===== config.mk =====
export PLATFORM = sky130hd
export DESIGN_NAME = stopwatch_lap_ctrl
export DESIGN_NICKNAME = d
export VERILOG_FILES = /design/src/rtl/stopwatch_lap_ctrl.sv
export SDC_FILE = /design/constraint.sdc
export NUM_CORES = 1
export LEC_CHECK = 0
export ABC_AREA = 1
export BUFFER_PORTS_ARGS = -buffer_cell sky130_fd_sc_hd__buf_2
export CORE_ASPECT_RATIO = 1.5
export CORE_UTILIZATION = 35
export DETAILED_ROUTE_END_ITERATION = 16
export HOLD_SLACK_MARGIN = 0.08
export REMOVE_ABC_BUFFERS = 1
export SETUP_SLACK_MARGIN = 0.5
export SLEW_MARGIN = 20
export SYNTH_ARGS = -nofsm -noshare
export SYNTH_HDL_FRONTEND = slang
export SYNTH_SLANG_ARGS = --single-unit

===== constraint.sdc =====
create_clock -name clk -period 5.45 [get_ports clk]
set_input_delay 1.09 -clock clk [delete_from_list [all_inputs] [get_ports clk]]
set_output_delay 1.09 -clock clk [all_outputs]
set_load 0.1 [all_outputs]

===== src/rtl/stopwatch_lap_ctrl.sv =====
// Stopwatch control: button front-end, run/pause/split FSM,
// split display freeze with hold timer, and lap memory.
module stopwatch_lap_ctrl #(
  parameter int LAPS       = 4,
  parameter int HOLD_TICKS = 300
) (
  input  logic        clk,
  input  logic        rst,
  input  logic        cs_tick,
  input  logic        btn_start,
  input  logic        btn_lap,
  input  logic [23:0] live_time,
  input  logic [3:0]  lap_rd_idx,
  output logic        count_en,
  output logic        count_clr,
  output logic [23:0] disp_time,
  output logic [23:0] lap_rd_data,
  output logic [3:0]  lap_count,
  output logic        lap_full,
  output logic [1:0]  state
);

  typedef enum logic [1:0] {
    IDLE  = 2'b00,
    RUN   = 2'b01,
    PAUSE = 2'b10,
    SPLIT = 2'b11
  } state_t;

  state_t      cur, nxt;
  logic        start_s1, start_s2, start_prev;
  logic        lap_s1, lap_s2, lap_prev;
  logic        start_p, lap_p;
  logic        capture, clear;
  logic [15:0] timer;
  logic [23:0] frozen;
  logic [23:0] mem [LAPS];
  logic [23:0] rd_n;
  logic        room;

  always_ff @(posedge clk or posedge rst) begin
    if (rst) begin
      start_s1   <= 1'b0;
      start_s2   <= 1'b0;
      start_prev <= 1'b0;
      lap_s1     <= 1'b0;
      lap_s2     <= 1'b0;
      lap_prev   <= 1'b0;
    end else begin
      start_s1   <= btn_start;
      start_s2   <= start_s1;
      start_prev <= start_s2;
      lap_s1     <= btn_lap;
      lap_s2     <= lap_s1;
      lap_prev   <= lap_s2;
    end
  end

  // start has priority: a simultaneous lap press is dropped
  assign start_p = start_s2 & ~start_prev;
  assign lap_p   = lap_s2 & ~lap_prev & ~start_p;

  always_comb begin
    nxt     = cur;
    capture = 1'b0;
    clear   = 1'b0;
    unique case (1'b1)
      (cur == IDLE): begin
        if (start_p) nxt = RUN;
      end
      (cur == RUN): begin
        if (start_p) begin
          nxt = PAUSE;
        end else if (lap_p) begin
          nxt     = SPLIT;
          capture = 1'b1;
        end
      end
      (cur == SPLIT): begin
        if (start_p) begin
          nxt = PAUSE;
        end else if (lap_p) begin
          capture = 1'b1;
        end else if (cs_tick &&
                     timer == 16'(HOLD_TICKS - 1)) begin
          nxt = RUN;
        end
      end
      (cur == PAUSE): begin
        if (start_p) begin
          nxt = RUN;
        end else if (lap_p) begin
          nxt   = IDLE;
          clear = 1'b1;
        end
      end
      default: nxt = IDLE;
    endcase
  end

  always_ff @(posedge clk or posedge rst) begin
    if (rst) begin
      cur       <= IDLE;
      count_clr <= 1'b0;
    end else begin
      cur       <= nxt;
      count_clr <= clear;
    end
  end

  always_ff @(posedge clk or posedge rst) begin
    if (rst) begin
      timer <= '0;
    end else if (nxt != SPLIT || capture) begin
      timer <= '0;
    end else if (cs_tick) begin
      timer <= timer + 16'd1;
    end
  end

  assign room = (lap_count < 4'(LAPS));

  always_ff @(posedge clk or posedge rst) begin
    if (rst) begin
      lap_count <= '0;
      frozen    <= '0;
      for (int i = 0; i < LAPS; i++) mem[i] <= '0;
    end else if (clear) begin
      lap_count <= '0;
      frozen    <= '0;
      for (int i = 0; i < LAPS; i++) mem[i] <= '0;
    end else if (capture) begin
      frozen <= live_time;
      if (room) begin
        lap_count <= lap_count + 4'd1;
        for (int i = 0; i < LAPS; i++)
          if (lap_count == 4'(i)) mem[i] <= live_time;
      end
    end
  end

  always_comb begin
    rd_n = '0;
    for (int i = 0; i < LAPS; i++)
      if (lap_rd_idx == 4'(i) && 4'(i) < lap_count)
        rd_n = mem[i];
  end

  always_ff @(posedge clk or posedge rst) begin
    if (rst) lap_rd_data <= '0;
    else     lap_rd_data <= rd_n;
  end

  assign count_en  = (cur == RUN || cur == SPLIT) & cs_tick;
  assign disp_time = (cur == SPLIT) ? frozen : live_time;
  assign lap_full  = (lap_count == 4'(LAPS));
  assign state     = cur;

endmodule


Word level (Yosys, flattened, before mapping):

Index checks and enable logic that the tools add are counted.

* $add $sub $neg: 2
* muxes and demuxes: 32
* magnitude comparators: 5
* reductions and logical operators: 23
* eq/ne operators: 12
* bitwise logic cells: 7

Operators with widths (number)
* $mux W96: 3
* $mux W24: 11
* $mux W16: 2
* $add A16 B1 Y16 const B: 1
* $eq A16 B9 Y1 const B: 1
* $eq A4 B2 Y1 const B: 4
* $mux W2: 8
* $reduce_bool A2 Y1: 7
* $mux W4: 3
* $reduce_and A3 Y1: 4
* $eq A4 B1 Y1 const B: 2
* $logic_not A4 Y1: 2
* $lt A1 B4 Y1 const A: 2
* $lt A2 B4 Y1 const A: 2
* $pmux W2 S4: 1
* $logic_and A1 B1 Y1: 5
* $add A4 B1 Y4 const B: 1
* $and A1 B1 Y1: 4
* $eq A2 B2 Y1 const B: 2
* $eq A4 B3 Y1 const B: 1
* $lt A4 B3 Y1 const B: 1
* $mux W1: 4
* $not A1 Y1: 3
* $eq A2 B1 Y1 const B: 1
* 5 further kinds: 6

* register bits: 173
* input bits: 33
* output and inout bits: 57

Longest topological paths before layout:

* depth after elaboration: 10
* mapped depth: 11
* gate-level depth less buffers: 10

Least setup slack after synthesis:

No wires, ideal clock.

* path kind: reg2out
* start: register cur[0] (netlist: state[0])
* end: output disp_time[0]
* arrival: 3.758 ns
* stages on the path, launching flop included: 5
* setup slack: 0.602 ns
* buffers on the path: 2
* cells stage by stage: dfrtp_1 nand2_1 clkbuf_1 clkbuf_1 o21ai_0

* word-level cells in the longest chain between the ends: 2

Ends and longest elaborated chain
* from (decl): line 30 `state_t cur, nxt;`
* from (signal assigned): line 106 `cur <= nxt;`
* $eq A2 B2 Y1: line 155 `assign disp_time = (cur == SPLIT) ? frozen : live_time;`
* $mux W24: line 155
* to (decl): line 16 `output logic [23:0] disp_time,`

Every way passes these cells.

Final worst setup path:

* start: register cur[0] (netlist: state[0])
* end: output disp_time[22]

Same word-level chain as after synthesis.

==> results.yml <==
setup_path:
  r2r_slack_ns: 2.67
  worstPathRequired_ns: 4.36
  crit_path_end: "disp_time[22]"
  start_kind: "register"
  path_max_fanout: 49
  arrival_ns: 2.28
  setup.worst_path.class: "reg -> out"
  r2r_end: "frozen[13]$_DFFE_PP0P_"
  crit_slowest_cell: "nand2_2"
  critPathLaunch: "state[0]$_DFF_PP0_"
  worstReg2RegStart: "state[0]$_DFF_PP0_"
  critical_path.max_stage_delay_ns: 0.53
  cp_cell_sequence: "nand2_2 -> o21ai_0 -> buf_2"
  crit_path_end_kind: "output pin"
  reg2reg_depth: 6
sta:
  slew_headroom: 0.301
  hold_viol_final: 0
  grt_setup_unrepaired: "false"
  tns_ns: 0
  slew_viol_final: 0
  tightest_slew_ns: 1.05
  final-setup-viol-count: 0
  fmax_mhz: 296
  period_needed_ns: 3.37
  post-route-period-util: 0.619
  clock_skew_ns: 0.0119
  layout_setup_ws_ns: 2.08
placement:
  dp_hpwl_mm: 10.5
  post-place-ws_ns: 2.45
  gp_congestion: 0.846
  io_buffers: 89
global_routing:
  grt_overflow: 0
  track_usage: 0.175
  grt_max_degree: 105
  antenna_found_initial: 0
  grt_pass1_wl_mm: 29.2
  grt_pass1_vias: 5691
clock_network:
  cts_resized: 0
  clk_latency_ns: 0.43
  path_clk_slew_ns: 0.07
  cts_buffers: 17
  cts.path.max_buffers: 2
  cts_tree: "built"
  cts_root_buffer: "clkbuf_16"
  clock-sinks: 173
  postCtsHoldBufs: 0
  htree_levels: 4
  post_cts_buffers: 0
power_and_ir_drop:
  p_per_area_nw_per_um2: 519
  ir_drop_uv: 249
  power_uw: 4480
  static-leakage-power_uw: 0.00424
finish:
  drive_above_1_share: 0.152
  regArea_um2: 4330
  multiInputGateArea_um2: 2650
  layout_common_cells: "313 x nand2_1, 173 x dfrtp_1, 137 x o21ai_0"
  areaGrowthSynthToFinish_pct: 17.1
  finalNetCount: 966
  final_common_cell: "nand2_1"
  n_fill_cell: 2165
  n_antenna_cell: 0
  fin_util: 0.421
route:
  routed_wirelength_mm: 17.3
  vias_per_cell: 4.80
  firstDrtPassIters: 4
  antenna_left: 0
  vias: 5787
  wl_per_cell_um: 14.3
  first_iter_violations: 320
  drc: 0
floorplan:
  start_util: 0.359
  ios: 90
  die_area_um2: 21600
  die_w_um: 120
  core_um2: 20500
  fp.dieH_um: 180
  rows: 64
synth:
  synthTopCellsByArea: "dfrtp_1 59%, nand2_1 16%, o21ai_0 9.3%, inv_1 2.8%, nand4_1 2.3%"
  syn_inst: 855
  synth_top_area_frac: 0.588
  ys_ff_latch: 173
  synth_top_cell_by_area: "dfrtp_1"
  synthArstFlopShare: 1.00
  syn_area_per_cell_um2: 8.61
  ys.flop_type: "dfrtp_1"
  synth_edf_count: 0
  ys_seq_area_frac: 0.588
  ys_types: 28
  synth_area_um2: 7360
  yosys_warnings: 0
hold_path:
  min_path_cells: 0
  hold_class: "reg -> reg"
job:
  maxCapViolCount: 0
status:
  status: "completed"
## kinds of logic (layout without fill, tap and decap cells)
| group | Yosys count | after routing | share of synthesized area |
|---|---|---|---|
| simple gates | 419 | 419 | 0.232 |
| flops | 173 | 173 | 0.588 |
| compound gates | 154 | 154 | 0.106 |
| buf+inv | 98 | 185 | 0.0588 |
| xor+xnor | 7 | 7 | 0.00833 |
| fa+ha+maj | 4 | 4 | 0.00680 |
## worst max-delay path: cells and delay by family (launching register included)
kind | cells | cell delay, ns
buffers and inverters | 1 | 0.47
AO/OA/AOI/OAI | 1 | 0.37
AND/OR/NAND/NOR | 1 | 0.53
flip-flops | 1 | 0.45
## final cells by class
type | count | area share
Sequential cell | 173 | 0.502
Multi-Input combinational cell | 584 | 0.308
Timing Repair Buffer | 97 | 0.0609
Clock buffer | 21 | 0.0534
Tap cell | 264 | 0.0383
Inverter | 56 | 0.0250
Clock inverter | 11 | 0.0128
## routing by layer
layer / GRT usage / part of all wire
met1: 0.208 / 0.44
met3: 0.0320 / 0.024
met4: 0.0677 / 0.020
met5: 0 / 0
met2: 0.308 / 0.52
## per-stage QoR
stage	hold slack, ns	area [um^2]	instances
floorplan	0.331	7140	813
global placement	0.335	8030	1173
detailed placement	0.336	8030	1173
CTS	0.352	8600	1205
global route	0.362	8620	1206
finish	0.350	8620	1206
## synth_stat cells (5+ instances only)
cell type    n
clkbuf_1    25
dfrtp_1    173
buf_6        5
nor3_1       9
nand2_1    314
nor2_1      44
nand3_1     17
o21ai_1      9
buf_4        5
inv_1       54
buf_2        7
nand4_1     27
o21ai_0    137
xor2_1       5
## power by group
part	internal, uW	switching (uW)	total (uW)
Combinational	297	1090	1390
Sequential	1710	208	1920
Clock	657	510	1170
Total	2670	1810	4480
## sequential cells by signal, indices dropped and copies added (netlist names)
| name | flops |
|---|---|
| lap_s2 | 1 |
| count_clr | 1 |
| start_s1 | 1 |
| timer | 16 |
| lap_count | 4 |
| mem | 96 |
| lap_rd_data | 24 |
| frozen | 24 |
| state | 2 |
| lap_prev | 1 |
| lap_s1 | 1 |
| start_s2 | 1 |
| start_prev | 1 |
## worst min path at each step
stage,from,endpoint,slack (ns)
final,start_s1$_DFF_PP0_,start_s2$_DFF_PP0_,0.35
after global routing,start_s1$_DFF_PP0_,start_s2$_DFF_PP0_,0.36
after CTS,start_s1$_DFF_PP0_,start_s2$_DFF_PP0_,0.35
after detailed placement,start_s1$_DFF_PP0_,start_s2$_DFF_PP0_,0.34
after global placement,start_s1$_DFF_PP0_,start_s2$_DFF_PP0_,0.33
after floorplan,lap_s1$_DFF_PP0_,lap_s2$_DFF_PP0_,0.33
No activity file was read; power rests on OpenSTA's default activity.
